==> config.mk <==
export PLATFORM = sky130hd
export DESIGN_NAME = freq_meter_flat
export DESIGN_NICKNAME = d
export VERILOG_FILES = /design/src/rtl/freq_meter_pkg.sv /design/src/rtl/freq_meter_if.sv /design/src/rtl/freq_meter_sync_edge_detect.sv /design/src/rtl/freq_meter.sv /design/src/flat_wrapper.sv
export SDC_FILE = /design/constraint.sdc
export NUM_CORES = 1
export LEC_CHECK = 0
export ABC_AREA = 1
export BUFFER_PORTS_ARGS = -buffer_cell sky130_fd_sc_hd__buf_2
export CAP_MARGIN = 15
export CORE_MARGIN = 10
export CORE_UTILIZATION = 40
export DETAILED_ROUTE_END_ITERATION = 7
export HOLD_SLACK_MARGIN = 0.08
export MAX_ROUTING_LAYER = met4
export PLACE_DENSITY = 0.59
export REMOVE_ABC_BUFFERS = 1
export SYNTH_ARGS = -nofsm -noshare
export SYNTH_HDL_FRONTEND = slang
export SYNTH_HIERARCHICAL = 1
export SYNTH_SLANG_ARGS = --single-unit
==> constraint.sdc <==
create_clock -name clk -period 1.6 [get_ports clk]
set_input_delay 0.08 -clock clk [delete_from_list [all_inputs] [get_ports clk]]
set_output_delay 0.08 -clock clk [all_outputs]
set_load 0.1 [all_outputs]
==> src/rtl/freq_meter_pkg.sv <==
// rtl/freq_meter_pkg.sv - default constants and width helper for the frequency meter
package freq_meter_pkg;

  localparam int DEF_GATE_CYCLES = 1000;
  localparam int DEF_CNT_W       = 16;
  localparam int DEF_SYNC_STAGES = 2;

  // Window counter width for a gate of gate_cycles clocks (counts 0 .. gate_cycles-1).
  function automatic int win_w(input int gate_cycles);
    return (gate_cycles > 1) ? $clog2(gate_cycles) : 1;
  endfunction

  localparam int DEF_WIN_W = win_w(DEF_GATE_CYCLES);

endpackage

==> src/rtl/freq_meter_if.sv <==
// rtl/freq_meter_if.sv - measured-signal input and result bus of the frequency meter
interface freq_meter_if
  import freq_meter_pkg::*;
#(
  parameter int CNT_W = DEF_CNT_W
);

  logic             sig_in;
  logic [CNT_W-1:0] count;
  logic             valid;
  logic             overflow;

  // The meter drives results and samples the signal under measurement.
  modport master (
    input  sig_in,
    output count,
    output valid,
    output overflow
  );

  // The consumer (display logic) drives the signal and reads results.
  modport slave (
    output sig_in,
    input  count,
    input  valid,
    input  overflow
  );

endinterface

==> src/rtl/freq_meter_sync_edge_detect.sv <==
// rtl/freq_meter_sync_edge_detect.sv - multi-flop synchronizer with rising-edge pulse
module sync_edge_detect
  import freq_meter_pkg::*;
#(
  parameter int SYNC_STAGES = DEF_SYNC_STAGES
) (
  input  logic clk,
  input  logic rst,
  input  logic async_in,
  output logic synced,
  output logic rise
);

  logic [SYNC_STAGES-1:0] sync_q;
  logic                   prev_q;

  // Shift the asynchronous input through the synchronizer chain.
  always_ff @(posedge clk or negedge rst) begin
    if (!rst) begin
      sync_q <= '0;
    end else begin
      sync_q <= {sync_q[SYNC_STAGES-2:0], async_in};
    end
  end

  // Remember the previous synced level for edge detection.
  always_ff @(posedge clk or negedge rst) begin
    if (!rst) begin
      prev_q <= 1'b0;
    end else begin
      prev_q <= synced;
    end
  end

  assign synced = sync_q[SYNC_STAGES-1];
  assign rise   = synced & ~prev_q;

endmodule

==> src/rtl/freq_meter.sv <==
// rtl/freq_meter.sv - gated rising-edge counter measuring a slow asynchronous input
module freq_meter
  import freq_meter_pkg::*;
#(
  parameter int GATE_CYCLES = DEF_GATE_CYCLES,
  parameter int CNT_W       = DEF_CNT_W,
  parameter int SYNC_STAGES = DEF_SYNC_STAGES
) (
  input  logic         clk,
  input  logic         rst,
  freq_meter_if.master bus
);

  localparam int               WIN_W    = win_w(GATE_CYCLES);
  localparam logic [WIN_W-1:0] WIN_LAST = WIN_W'(GATE_CYCLES - 1);
  localparam logic [CNT_W-1:0] CNT_MAX  = '1;

  logic             unused_synced;
  logic             rise;
  logic [WIN_W-1:0] win_q;
  logic             terminal;
  logic [CNT_W-1:0] edge_q;
  logic             sat_q;
  logic             at_max;
  logic [CNT_W-1:0] close_count;
  logic             close_ovf;
  logic [CNT_W-1:0] count_q;
  logic             valid_q;
  logic             overflow_q;

  sync_edge_detect #(
    .SYNC_STAGES(SYNC_STAGES)
  ) u_sync (
    .clk     (clk),
    .rst     (rst),
    .async_in(bus.sig_in),
    .synced  (unused_synced),
    .rise    (rise)
  );

  assign terminal = (win_q == WIN_LAST);

  // Free-running gate window: 0 .. GATE_CYCLES-1, then wrap.
  always_ff @(posedge clk or negedge rst) begin
    if (!rst) begin
      win_q <= '0;
    end else if (terminal) begin
      win_q <= '0;
    end else begin
      win_q <= win_q + WIN_W'(1);
    end
  end

  // Closing value of the window: a rise on the terminal cycle still belongs to it.
  always_comb begin
    at_max      = (edge_q == CNT_MAX);
    close_count = (at_max || !rise) ? edge_q : edge_q + CNT_W'(1);
    close_ovf   = sat_q | (at_max & rise);
  end

  // Saturating edge counter with sticky saturation flag, cleared at each window boundary.
  always_ff @(posedge clk or negedge rst) begin
    if (!rst) begin
      edge_q <= '0;
      sat_q  <= 1'b0;
    end else if (terminal) begin
      edge_q <= '0;
      sat_q  <= 1'b0;
    end else if (rise) begin
      if (at_max) begin
        sat_q <= 1'b1;
      end else begin
        edge_q <= edge_q + CNT_W'(1);
      end
    end
  end

  // Latch the result on the terminal cycle and pulse valid for one cycle.
  always_ff @(posedge clk or negedge rst) begin
    if (!rst) begin
      count_q    <= '0;
      overflow_q <= 1'b0;
      valid_q    <= 1'b0;
    end else begin
      valid_q <= terminal;
      if (terminal) begin
        count_q    <= close_count;
        overflow_q <= close_ovf;
      end
    end
  end

  assign bus.count    = count_q;
  assign bus.valid    = valid_q;
  assign bus.overflow = overflow_q;

endmodule

==> src/flat_wrapper.sv <==
// flat-port wrapper written by rule: the top's interface ports become plain ports
module freq_meter_flat import freq_meter_pkg::*;
#(
  parameter int GATE_CYCLES = DEF_GATE_CYCLES,
  parameter int CNT_W       = DEF_CNT_W,
  parameter int SYNC_STAGES = DEF_SYNC_STAGES
)
  (clk, rst, bus_sig_in, bus_count, bus_valid, bus_overflow);
  freq_meter_if #(.CNT_W(CNT_W)) bus_i ();
  input  logic clk;
  input  logic rst;
  input wire logic [$bits(bus_i.sig_in)-1:0] bus_sig_in;
  output wire logic [$bits(bus_i.count)-1:0] bus_count;
  output wire logic [$bits(bus_i.valid)-1:0] bus_valid;
  output wire logic [$bits(bus_i.overflow)-1:0] bus_overflow;
  assign bus_i.sig_in = bus_sig_in;
  assign bus_count = bus_i.count;
  assign bus_valid = bus_i.valid;
  assign bus_overflow = bus_i.overflow;
  freq_meter #(.GATE_CYCLES(GATE_CYCLES), .CNT_W(CNT_W), .SYNC_STAGES(SYNC_STAGES)) u_core (.clk(clk), .rst(rst), .bus(bus_i));
endmodule
; ---- Word-level counts from Yosys, hierarchy flattened
; Index checks and enable logic that the tools add are counted.
[word_totals]
register_bits = 48
input_bits = 3
word_cells = 31
[op_classes]
n_addsub = 2
n_eq_ne = 3
n_mux = 8
bitwise = 4
n_reduce_logical = 6
[ops]
columns = operator, count
row1 = 2-to-1 mux 16 bit, 4
row2 = "adder 16 x 1 -> 16 bit, second input constant", 1
row3 = "equality test 16 bit, second input constant", 1
row4 = "adder 10 x 1 -> 10 bit, second input constant", 1
row5 = "equality test 10 bit, second input constant", 1
row6 = 2-to-1 mux 10 bit, 1
row7 = AND reduction 2 bit, 2
row8 = nonzero test 2 bit, 2
row9 = 2-to-1 mux 1 bit, 3
row10 = bitwise AND 1 bit, 2
row11 = "inequality test 2 x 1 -> 1 bit, second input constant", 1
row12 = logical NOT 1 bit, 1
row13 = logical OR 1 bit, 1
row14 = NOT 1 bit, 1
row15 = bitwise OR 1 bit, 1

; ---- Longest topological paths before layout
; Gate-level depths: netlist (run 1).
[logic_depth]
word_depth = 5
mapped_depth = 10
ltp_nobuf = 10

; ---- Hierarchy
; The synthesis (run 1) kept the hierarchy.
[modules_own_cells]
columns = module, instances, cells_each, area_per_inst_um2
row1 = freq_meter, 1, 294, 2269.7
row2 = sync_edge_detect, 1, 5, 85.1

; ---- Worst setup path after synthesis (run 1)
; No wires, ideal clock.
[synth_timing]
path_type = register to register
from = reg u_core.edge_q[0]
to = reg u_core.edge_q[1]
setup_time_ps = 139
arrival_ps = 1298
slack_ps = 163
stages_incl_launch_ff = 10
period_less_slack_ps = 1437
path_cell_list = dfrtp_1 ha_1 nand2_1 nor2_1 nand2_1 nor2_2 nor2_2 nand2_1 nand2_1 nor2_1
[synth_via]
elab_chain_len = 4
word_cells_on_any_way = 7
[synth_lines]
columns = item, line_no
row1 = from (decl), freq_meter.sv:22  ; logic [CNT_W-1:0] edge_q;
row2 = from (signal assigned), freq_meter.sv:73  ; edge_q <= edge_q + CNT_W'(1);
row3 = adder 16 x 1 -> 16 bit, freq_meter.sv:73
row4 = 2-to-1 mux 16 bit, freq_meter.sv:70  ; if (at_max) begin
row5 = 2-to-1 mux 16 bit, freq_meter.sv:69  ; end else if (rise) begin
row6 = 2-to-1 mux 16 bit, freq_meter.sv:66  ; end else if (terminal) begin
; Several ways; a longest one is shown, not always the timed one. The select of a mux whose other input is x is not followed.
; A chain may end at the register's enable or synchronous reset.

; ---- Final worst setup path (run 1)
[layout_timing]
from = reg u_core.edge_q[0]
to = reg u_core.count_q[15] (netlist: u_core/bus.count[15])
[layout_via]
elab_chain_len = 3
word_cells_on_any_way = 4
[layout_lines]
columns = item, line_no
row1 = branches (longest 2 deep; another with adder 16 x 1 -> 16 bit), -
row2 = 2-to-1 mux 16 bit *, freq_meter.sv:57  ; close_count = (at_max || !rise) ? edge_q : edge_q + CNT_W'(1);
row3 = to (signal assigned), freq_meter.sv:87  ; count_q <= close_count;
row4 = to (decl), freq_meter.sv:27  ; logic [CNT_W-1:0] count_q;
; Every way passes the cells marked *.

==> results.cfg, run 1 <==
[setup_path]
cp.required_ns = 1.79
crit_path_start_kind = register
crit_type = reg2reg
arrival_ns = 1.70
cp-end-kind = register
crit_fanout = 5

[sta]
final.period_utilization_pct = 94.0
fin_ws_ns = 0.0957
hold_violations = 0
clock_skew_ns = 0.00893
setup_viol = 0
relSlewSlack_pct = 67.5
layout_min_cycle_time_ns = 1.50
tightestPinTransition_ns = 0.491
slew_viol_final = 0
max_freq_mhz = 665

[clock_network]
clockBufferDepth = 2
htreeDepth = 2
cts_tree = done
ctsRootBufferMaster = clkbuf_8
cts_num_sinks = 48
clk-insertion-delay-late_ns = 0.30
path_clk_slew_ns = 0.09
cts-buffers-inserted = 5

[pwr]
leakage_nw = 1.47
p_total_mw = 2.75
ir_drop_mv = 0.481
powerDensity_nw_per_um2 = 973

[floorplanning]
die_y_um = 96.7
coreArea_um2 = 5610
die_area_um2 = 9360
fp-row-count = 27
die-width_um = 96.7
io-pin-count = 21
initial_core_util_pct = 42.0

[place]
dp_cells = 395
port_buffers = 20
gp_congestion = 0.845
pre_cts_ws_ns = 0.00597
dp_hpwl_mm = 3.64
placement.cell_area_um2 = 2600

[synthesis]
yosys_warnings = 6
avgSynthCellArea_um2 = 7.88
syn_area_um2 = 2350
ys_seq_elements = 48
syn_inst = 299
ys_seq_area_share_pct = 51.0
synthDistinctLibCells = 26

[run_status]
status = complete, no violations

[cells_and_area]
design_area_um2 = 2820
fin_nets = 338
antenna_cells = 0
final_util_pct = 50.4
final_common_cell = nand2_1
instances_no_fill = 405
n_fill_cell = 575
area_delta_synth_final_pct = 19.9
final_cell_mix = nand2_1 (107), dfrtp_1 (47), inv_1 (29), nor2_1 (29), buf_2 (20)
drive_above_1_share_pct = 20.1

[route]
drt-total-wl_mm = 4.92
drtAntennaViolNets = 0
vias = 1908
drtIter0Drc = 90
dr.pass1.iters = 4
post_drt_wl_per_cell_um = 12.1
avgViaCountPerCell = 4.71
drc_errors = 0

[flow_run]
cap_violations = 0

[grt]
grt_max_degree = 21
grt_pass1_vias = 1886
grt.total_usage_pct = 11.1
antenna_found_initial = 0
grt_overflow = 0
grt_first_pass_wirelength_mm = 8.71

[hold_path]
worstHoldPathType = in2async
power by group:
group	leakage (nW)	switching, mW	internal [mW]
Clock	0.0642	0.399	0.615
Sequential	0.636	0.0937	1.28
Combinational	0.773	0.218	0.142
Total	1.47	0.710	2.04
timing repair:
item / CTS / global route
setup buffers: 0 / 1
pin swaps: 0 / 2
hold endpoints to repair: 19 / 0
cloned: 0 / 0
resized for setup: 1 / 15
hold buffers: 2 / 0
endpoints found under the setup margin: 3 / 33
final timing paths:
kind / start / to / slack [ns] / cells past startpoint
max: u_core/edge_q[0]$_DFFE_PN0P_ / u_core/bus.count[15]$_DFFE_PN0N_ / 0.1 / 10
min: rst / u_core/bus.count[0]$_DFFE_PN0N_ / 0.25 / 2
max reg2reg: u_core/edge_q[0]$_DFFE_PN0P_ / u_core/bus.count[15]$_DFFE_PN0N_ / 0.1 / 10
min reg2reg: u_core/u_sync/sync_q[0]$_DFF_PN0_ / u_core/u_sync/sync_q[1]$_DFF_PN0_ / 0.35 / 0
max in group asynchronous: rst / u_core/edge_q[9]$_DFFE_PN0P_ / 0.75 / 3
min in group clk: u_core/u_sync/sync_q[0]$_DFF_PN0_ / u_core/u_sync/sync_q[1]$_DFF_PN0_ / 0.35 / 0
metrics by stage:
step,hold WS (ns),TNS (ns)
CTS,0.271,0
global placement,0.0603,0
detailed placement,0.0688,0
global route,0.311,-0.00976
finish,0.253,0
floorplan,-0.216,-1.60
Yosys cell counts, drive strengths merged:
cell / number / area [µm²]
nor2: 40 / 180
nor3b: 1 / 7.51
a211oi: 1 / 7.51
inv: 31 / 116
buf: 4 / 22.5
clkbuf: 1 / 3.75
nand3: 18 / 95.1
ha: 2 / 25.0
nor4: 1 / 12.5
nand2: 113 / 442
dfrtp: 48 / 1200
nor3: 7 / 40.0
xor2: 7 / 61.3
o21ai: 8 / 47.6
nand4: 6 / 37.5
a21oi: 11 / 55.1
flip-flops by register name (all words and copies together), names as in the netlist:
signal / flops
u_core/u_sync/sync_q: 2
u_core/sat_q: 1
u_core/bus.count: 16
u_core/bus.valid: 1
u_core/win_q: 10
u_core/u_sync/prev_q: 1
u_core/edge_q: 16
u_core/bus.overflow: 1
layer usage:
metal | global-route usage, % | wire length (µm) | vias up
met2 | 17.1 | 2250 | 25
met4 | 3.72 | 59 | 0
met5 | - | 0 | -
met1 | 13.6 | 2390 | 881
met3 | 2.98 | 219 | 4
li1 | - | - | 998
worst max-delay path, cell delays in order (launching register included):
cell     delay (ns)
dfrtp_1        0.41
buf_4          0.15
inv_1          0.06
nor2_2         0.17
nand2_1        0.11
nor2_2         0.17
nand3_1        0.10
nand2_1        0.08
nand2_1        0.05
nand2_1        0.05
nand2_1        0.05
cell families (layout without fill, tap and decap cells):
kind of cell	count (synthesis)	count (layout)	share of synthesized area (%)
AOI/OAI and AO/OA	20	20	4.68
and+or+nand+nor	186	186	34.6
xor gates and xnor gates	7	7	2.60
adders and majority gates	2	2	1.06
buffers and inverters	36	70	6.06
DFF	48	48	51.0
area by class of cell:
class	instances	area [µm²]	area share, %
tap	72	90.1	3.19
clock buffer	5	68.8	2.44
sequential	48	1200	42.6
multi-input combinational	215	1080	38.1
timing repair buffer	32	208	7.35
clock inverter	2	60.1	2.13
inverter	31	119	4.21
Note: power is estimated with default switching activity, not from simulation.
==> inputs of run 2 (changes only) <==
==> constraint.sdc (replaced) <==
create_clock -name clk -period 1.9 [get_ports clk]
set_input_delay 0.095 -clock clk [delete_from_list [all_inputs] [get_ports clk]]
set_output_delay 0.095 -clock clk [all_outputs]
set_load 0.1 [all_outputs]
==> run 2 against run 1 <==
Sequential power is 16% lower; count of clock-buffer cells in the layout did not move; core utilization is 2.5 points lower; final cell count fell by 0.74%; clock skew down 0.0028 ns; combinational power fell by 30%; register-to-register slack gained 0.15 ns; die area did not move; worst setup slack better by 0.15 ns; non-clock buffer count shrank 3; clock power fell by 41%; sequential share of layout area rose by 2.2 points; largest cell class unchanged; largest power group unchanged; highest routed layer unchanged.
==> results.cfg, run 2 (synthesis results as in run 1) <==
[route]
drtAntennaViolNets = 0
drc_errors = 0
post_drt_wl_per_cell_um = 12.1
drtIter0Drc = 122
drt-total-wl_mm = 4.85
dr.pass1.iters = 4
avgViaCountPerCell = 4.74
vias = 1904

[hold_path]
hold_depth = 0
worstHoldPathType = reg2reg
worstHoldStart = u_core/u_sync/sync_q[0]$_DFF_PN0_
min_to = u_core/u_sync/sync_q[1]$_DFF_PN0_

[floorplanning]
initial_core_util_pct = 42.0
die-width_um = 96.7
fp-row-count = 27
coreArea_um2 = 5610
die_area_um2 = 9360
io-pin-count = 21
die_y_um = 96.7

[cells_and_area]
drive_above_1_share_pct = 16.4
area_delta_synth_final_pct = 14.0
fin_nets = 335
antenna_cells = 0
final_common_cell = nand2_1
final_util_pct = 47.9
final_cell_mix = nand2_1 (108), dfrtp_1 (48), nor2_1 (32)

[setup_path]
crit_type = reg2reg
cp-end-kind = register
crit_fanout = 7
crit_start = u_core/edge_q[0]$_DFFE_PN0P_
arrival_ns = 1.84
reg2reg_depth = 10
rr_endpoint = u_core/bus.count[9]$_DFFE_PN0N_
crit_path_start_kind = register
reg2reg_from = u_core/edge_q[0]$_DFFE_PN0P_
cp.required_ns = 2.09
rrSetupSlack_ns = 0.25

[clock_network]
htreeDepth = 2
cts_setup_buffers = 0
cts_num_sinks = 48
clk-insertion-delay-late_ns = 0.30
cts-resized-gates = 0
path_clk_slew_ns = 0.09
cts-buffers-inserted = 5
clockBufferDepth = 2
cts_tree = done
ctsRootBufferMaster = clkbuf_8
hold_buffers = 2

[place]
port_buffers = 20
gp_congestion = 0.830
dp_hpwl_mm = 3.55

[pwr]
comb_power_share_pct = 12.6
power_frac_clock_pct = 29.6
ir_drop_mv = 0.466
swShare_pct = 29.0
intPower_mw = 1.42
powerDensity_nw_per_um2 = 744
leakage_nw = 1.42
p_sw_uw = 580
power_frac_seq_pct = 57.8

[grt]
grt_first_pass_wirelength_mm = 8.65
antenna_found_initial = 0
grt_max_degree = 49
grt_overflow = 0
grt.total_usage_pct = 11.0
grt_pass1_vias = 1884

[sta]
setup_viol = 0
tightestPinTransition_ns = 0.612
max_freq_mhz = 605
final.period_utilization_pct = 86.9
layout_min_cycle_time_ns = 1.65
hold_violations = 0
clock_skew_ns = 0.00611
slew_viol_final = 0
rsz0062_at_grt = false
relSlewSlack_pct = 59.2
finalSetupTns_ns = 0

[flow_run]
cap_violations = 0

[run_status]
status = complete, no violations
## run 2: changes by cell type in the layout (fill, tap and decap cells not counted), sizes merged
cell / before / now
bufinv: 2 / 0
clkinvlp: 0 / 1
buf: 30 / 27
clkinv: 0 / 1
## run 2: per-stage QoR
step	cell area, µm²	cells	setup slack (ns)	power, mW	hold WS, ns
detailed placement	2580	393	0.267	1.42	0.205
finish	2690	402	0.248	2.00	0.357
global route	2690	402	0.0434	2.13	0.371
global placement	2580	393	0.266	1.42	0.205
CTS	2690	402	0.247	2.03	0.363
floorplan	2330	294	0.213	1.34	-0.201
## run 2: area by class of cell
class,instances,area [µm²]
clock inverters,2,12.5
well taps,72,90.1
multi-input cells,215,1010
inverters,31,116
repair buffers,29,185
fillers,604,2920
flip-flops and latches,48,1200
clock buffers,5,68.8
## run 2: worst max-delay path, cell delays in order (launching register included)
cell and delay (ns):
dfrtp_1 0.43, ha_1 0.23, nand2_1 0.07, nor2_1 0.10, nand2_1 0.12, nor2_2 0.22, nor2_2 0.11, nand2_1 0.11
nand2_1 0.06, nand2_1 0.05, nand2_1 0.05
## run 2: metal layers
| metal | track usage (%) | share of wire [%] |
|---|---|---|
| met5 | - | 0 |
| met4 | 3.27 | 0.78 |
| met3 | 2.98 | 5.1 |
| met2 | 17.0 | 45 |
| met1 | 13.6 | 49 |
## run 2: worst max-delay path by stage
| stage | end | slack, ns | cells past startpoint |
|---|---|---|---|
| floorplan | u_core/bus.count[11]$_DFFE_PN0N_ | 0.21 | 7 |
| global placement | u_core/bus.count[9]$_DFFE_PN0N_ | 0.27 | 10 |
| detailed placement | u_core/bus.count[9]$_DFFE_PN0N_ | 0.27 | 10 |
| CTS | u_core/bus.count[9]$_DFFE_PN0N_ | 0.25 | 10 |
| global route | u_core/bus.count[9]$_DFFE_PN0N_ | 0.04 | 10 |
| finish | u_core/bus.count[9]$_DFFE_PN0N_ | 0.25 | 10 |
## run 2: power by group through the flow
stage | logic (mW) | clock network (mW) | registers, mW
after floorplan | 0.189 | 0 | 1.15
after global placement | 0.245 | 0 | 1.17
after detailed placement | 0.253 | 0 | 1.17
after CTS | 0.254 | 0.622 | 1.15
after global routing | 0.295 | 0.668 | 1.17
final | 0.252 | 0.591 | 1.15
==> inputs of run 3 (changes only) <==
--- a/config.mk
+++ b/config.mk
@@ -6,14 +6,14 @@
 export NUM_CORES = 1
 export LEC_CHECK = 0
 export ABC_AREA = 1
-export BUFFER_PORTS_ARGS = -buffer_cell sky130_fd_sc_hd__buf_2
 export CAP_MARGIN = 15
 export CORE_MARGIN = 10
 export CORE_UTILIZATION = 40
 export DETAILED_ROUTE_END_ITERATION = 7
+export DONT_BUFFER_PORTS = 1
 export HOLD_SLACK_MARGIN = 0.08
 export MAX_ROUTING_LAYER = met4
-export PLACE_DENSITY = 0.59
+export PLACE_DENSITY = 0.56
 export REMOVE_ABC_BUFFERS = 1
 export SYNTH_ARGS = -nofsm -noshare
 export SYNTH_HDL_FRONTEND = slang
==> run 3 against run 2 <==
Via count shrank 0.74%; register-to-register slack about the same; first-iteration DRC count shrank 25%; combinational power barely moved; worst setup slack worse by 0.0084 ns; sequential share of layout area fell by 1.3 points; non-clock buffer count is 3 lower; clock skew increased by 0.0034 ns; largest cell class unchanged; largest power group unchanged.
==> results.cfg, run 3 (synthesis results as in run 1) <==
[sta]
slew_viol_final = 0
hold-worst-slack_ns = 0.275
setup_viol = 0
finalSetupTns_ns = 0
tightestPinTransition_ns = 0.309
final.period_utilization_pct = 87.4
max_freq_mhz = 602
clock_skew_ns = 0.00954
rsz0062_at_grt = false
relSlewSlack_pct = 79.2
hold_violations = 0
layout_min_cycle_time_ns = 1.66

[clock_network]
cts-resized-gates = 0
ctsRootBufferMaster = clkbuf_8
hold_buffers = 3
cts_setup_buffers = 0
cts-buffers-inserted = 5
htreeDepth = 2
clockBufferDepth = 2
cts_tree = done
clk-insertion-delay-late_ns = 0.30
cts_num_sinks = 48
path_clk_slew_ns = 0.10

[pwr]
ir_drop_mv = 0.529
leakage_nw = 1.43
powerDensity_nw_per_um2 = 782

[route]
drc_errors = 0
drt-total-wl_mm = 4.88
drtAntennaViolNets = 0
dr.pass1.iters = 4
post_drt_wl_per_cell_um = 12.2
drtIter0Drc = 92
avgViaCountPerCell = 4.73
vias = 1890

[grt]
grt_first_pass_wirelength_mm = 8.45
grt.total_usage_pct = 10.8
grt_overflow = 0
grt_pass1_vias = 1767
grt_max_degree = 49
antenna_found_initial = 0

[setup_path]
cp-end-kind = register
crit_type = reg2reg
cpMaxStageDelayCell = dfrtp_1
cp.required_ns = 2.10
rrSetupSlack_ns = 0.24
crit_buf_inv = 0
worstPathCellList = ha_1, nand2_1, nor2_1, nand2_1, nor2_2, nor2_2, nand2_1, nand2_1, o21ai_2
crit_family = simple AND/OR/NAND/NOR gates
crit_fanout = 7
reg2reg_depth = 9
rr_endpoint = u_core/bus.count[1]$_DFFE_PN0N_
crit_path_start_kind = register
reg2reg_from = u_core/edge_q[0]$_DFFE_PN0P_
max_stage_delay_ns = 0.44
crit_path_frequent_cell = nand2_1
arrival_ns = 1.86

[place]
gp_congestion = 0.854
port_buffers = 0
dp_hpwl_mm = 3.52
placement.cell_area_um2 = 2600

[cells_and_area]
antenna_cells = 0
final_cell_mix = nand2_1 (108), dfrtp_1 (48), nor2_1 (32)
final_common_cell = nand2_1
design_area_um2 = 2770
multi_input_area_um2 = 1010
n_fill_cell = 576
seqCellArea_um2 = 1200
fin_nets = 332
area_delta_synth_final_pct = 17.5
drive_above_1_share_pct = 15.9

[floorplanning]
die_area_um2 = 9360
fp-row-count = 27
coreArea_um2 = 5610
initial_core_util_pct = 42.0
io-pin-count = 21
die_y_um = 96.7
die-width_um = 96.7

[run_status]
status = complete, no violations

[flow_run]
cap_violations = 0

[hold_path]
worstHoldPathType = in2async
-- run 3: per-stage QoR --
| step | power [mW] | worst slack, ns | cells | util, % |
|---|---|---|---|---|
| after floorplan | 1.34 | 0.213 | 294 | - |
| after global placement | 1.39 | 0.281 | 389 | 46.4 |
| after detailed placement | 1.40 | 0.252 | 389 | 46.4 |
| after CTS | 2.19 | 0.236 | 400 | 49.4 |
| after global routing | 2.29 | 0.0420 | 400 | 49.4 |
| final | 2.16 | 0.240 | 400 | 49.4 |
-- run 3: final cells by class --
| cell class | count | area share [%] |
|---|---|---|
| Tap cell | 72 | 3.25 |
| Inverter | 31 | 4.20 |
| Timing Repair Buffer | 26 | 8.41 |
| Clock inverter | 3 | 1.72 |
| Multi-Input combinational cell | 215 | 36.5 |
| Sequential cell | 48 | 43.4 |
| Clock buffer | 5 | 2.49 |
-- run 3: worst register-to-register path: stages (launching register included) --
cell and delay (ns):
dfrtp_1 0.44, ha_1 0.26, nand2_1 0.08, nor2_1 0.04
nand2_1 0.14, nor2_2 0.08, nor2_2 0.26, nand2_1 0.08
nand2_1 0.13, o21ai_2 0.06
-- run 3: power breakdown --
group	switching [mW]	internal, mW	leakage, nW
Sequential	0.0737	1.08	0.638
Clock	0.362	0.397	0.0583
Combinational	0.160	0.0926	0.731
Total	0.596	1.57	1.43
-- run 3: routing by layer --
metal / GRT usage (%) / part of all wire, % / routed length [µm]
met5: - / 0 / 0
met4: 2.93 / 1.0 / 51
met3: 3.26 / 4.6 / 226
met2: 16.9 / 45 / 2190
met1: 13.2 / 50 / 2420
-- run 3: worst max-delay path by stage --
stage                     cells past startpoint  slack, ns                          endpoint                          from
after global routing                         10       0.04   u_core/bus.count[9]$_DFFE_PN0N_  u_core/edge_q[0]$_DFFE_PN0P_
after CTS                                     9       0.24   u_core/bus.count[1]$_DFFE_PN0N_  u_core/edge_q[0]$_DFFE_PN0P_
final                                         9       0.24   u_core/bus.count[1]$_DFFE_PN0N_  u_core/edge_q[0]$_DFFE_PN0P_
after floorplan                               7       0.21  u_core/bus.count[11]$_DFFE_PN0N_     u_core/win_q[0]$_DFF_PN0_
after detailed placement                      9       0.25   u_core/bus.count[1]$_DFFE_PN0N_  u_core/edge_q[0]$_DFFE_PN0P_
after global placement                        9       0.28   u_core/bus.count[1]$_DFFE_PN0N_  u_core/edge_q[0]$_DFFE_PN0P_
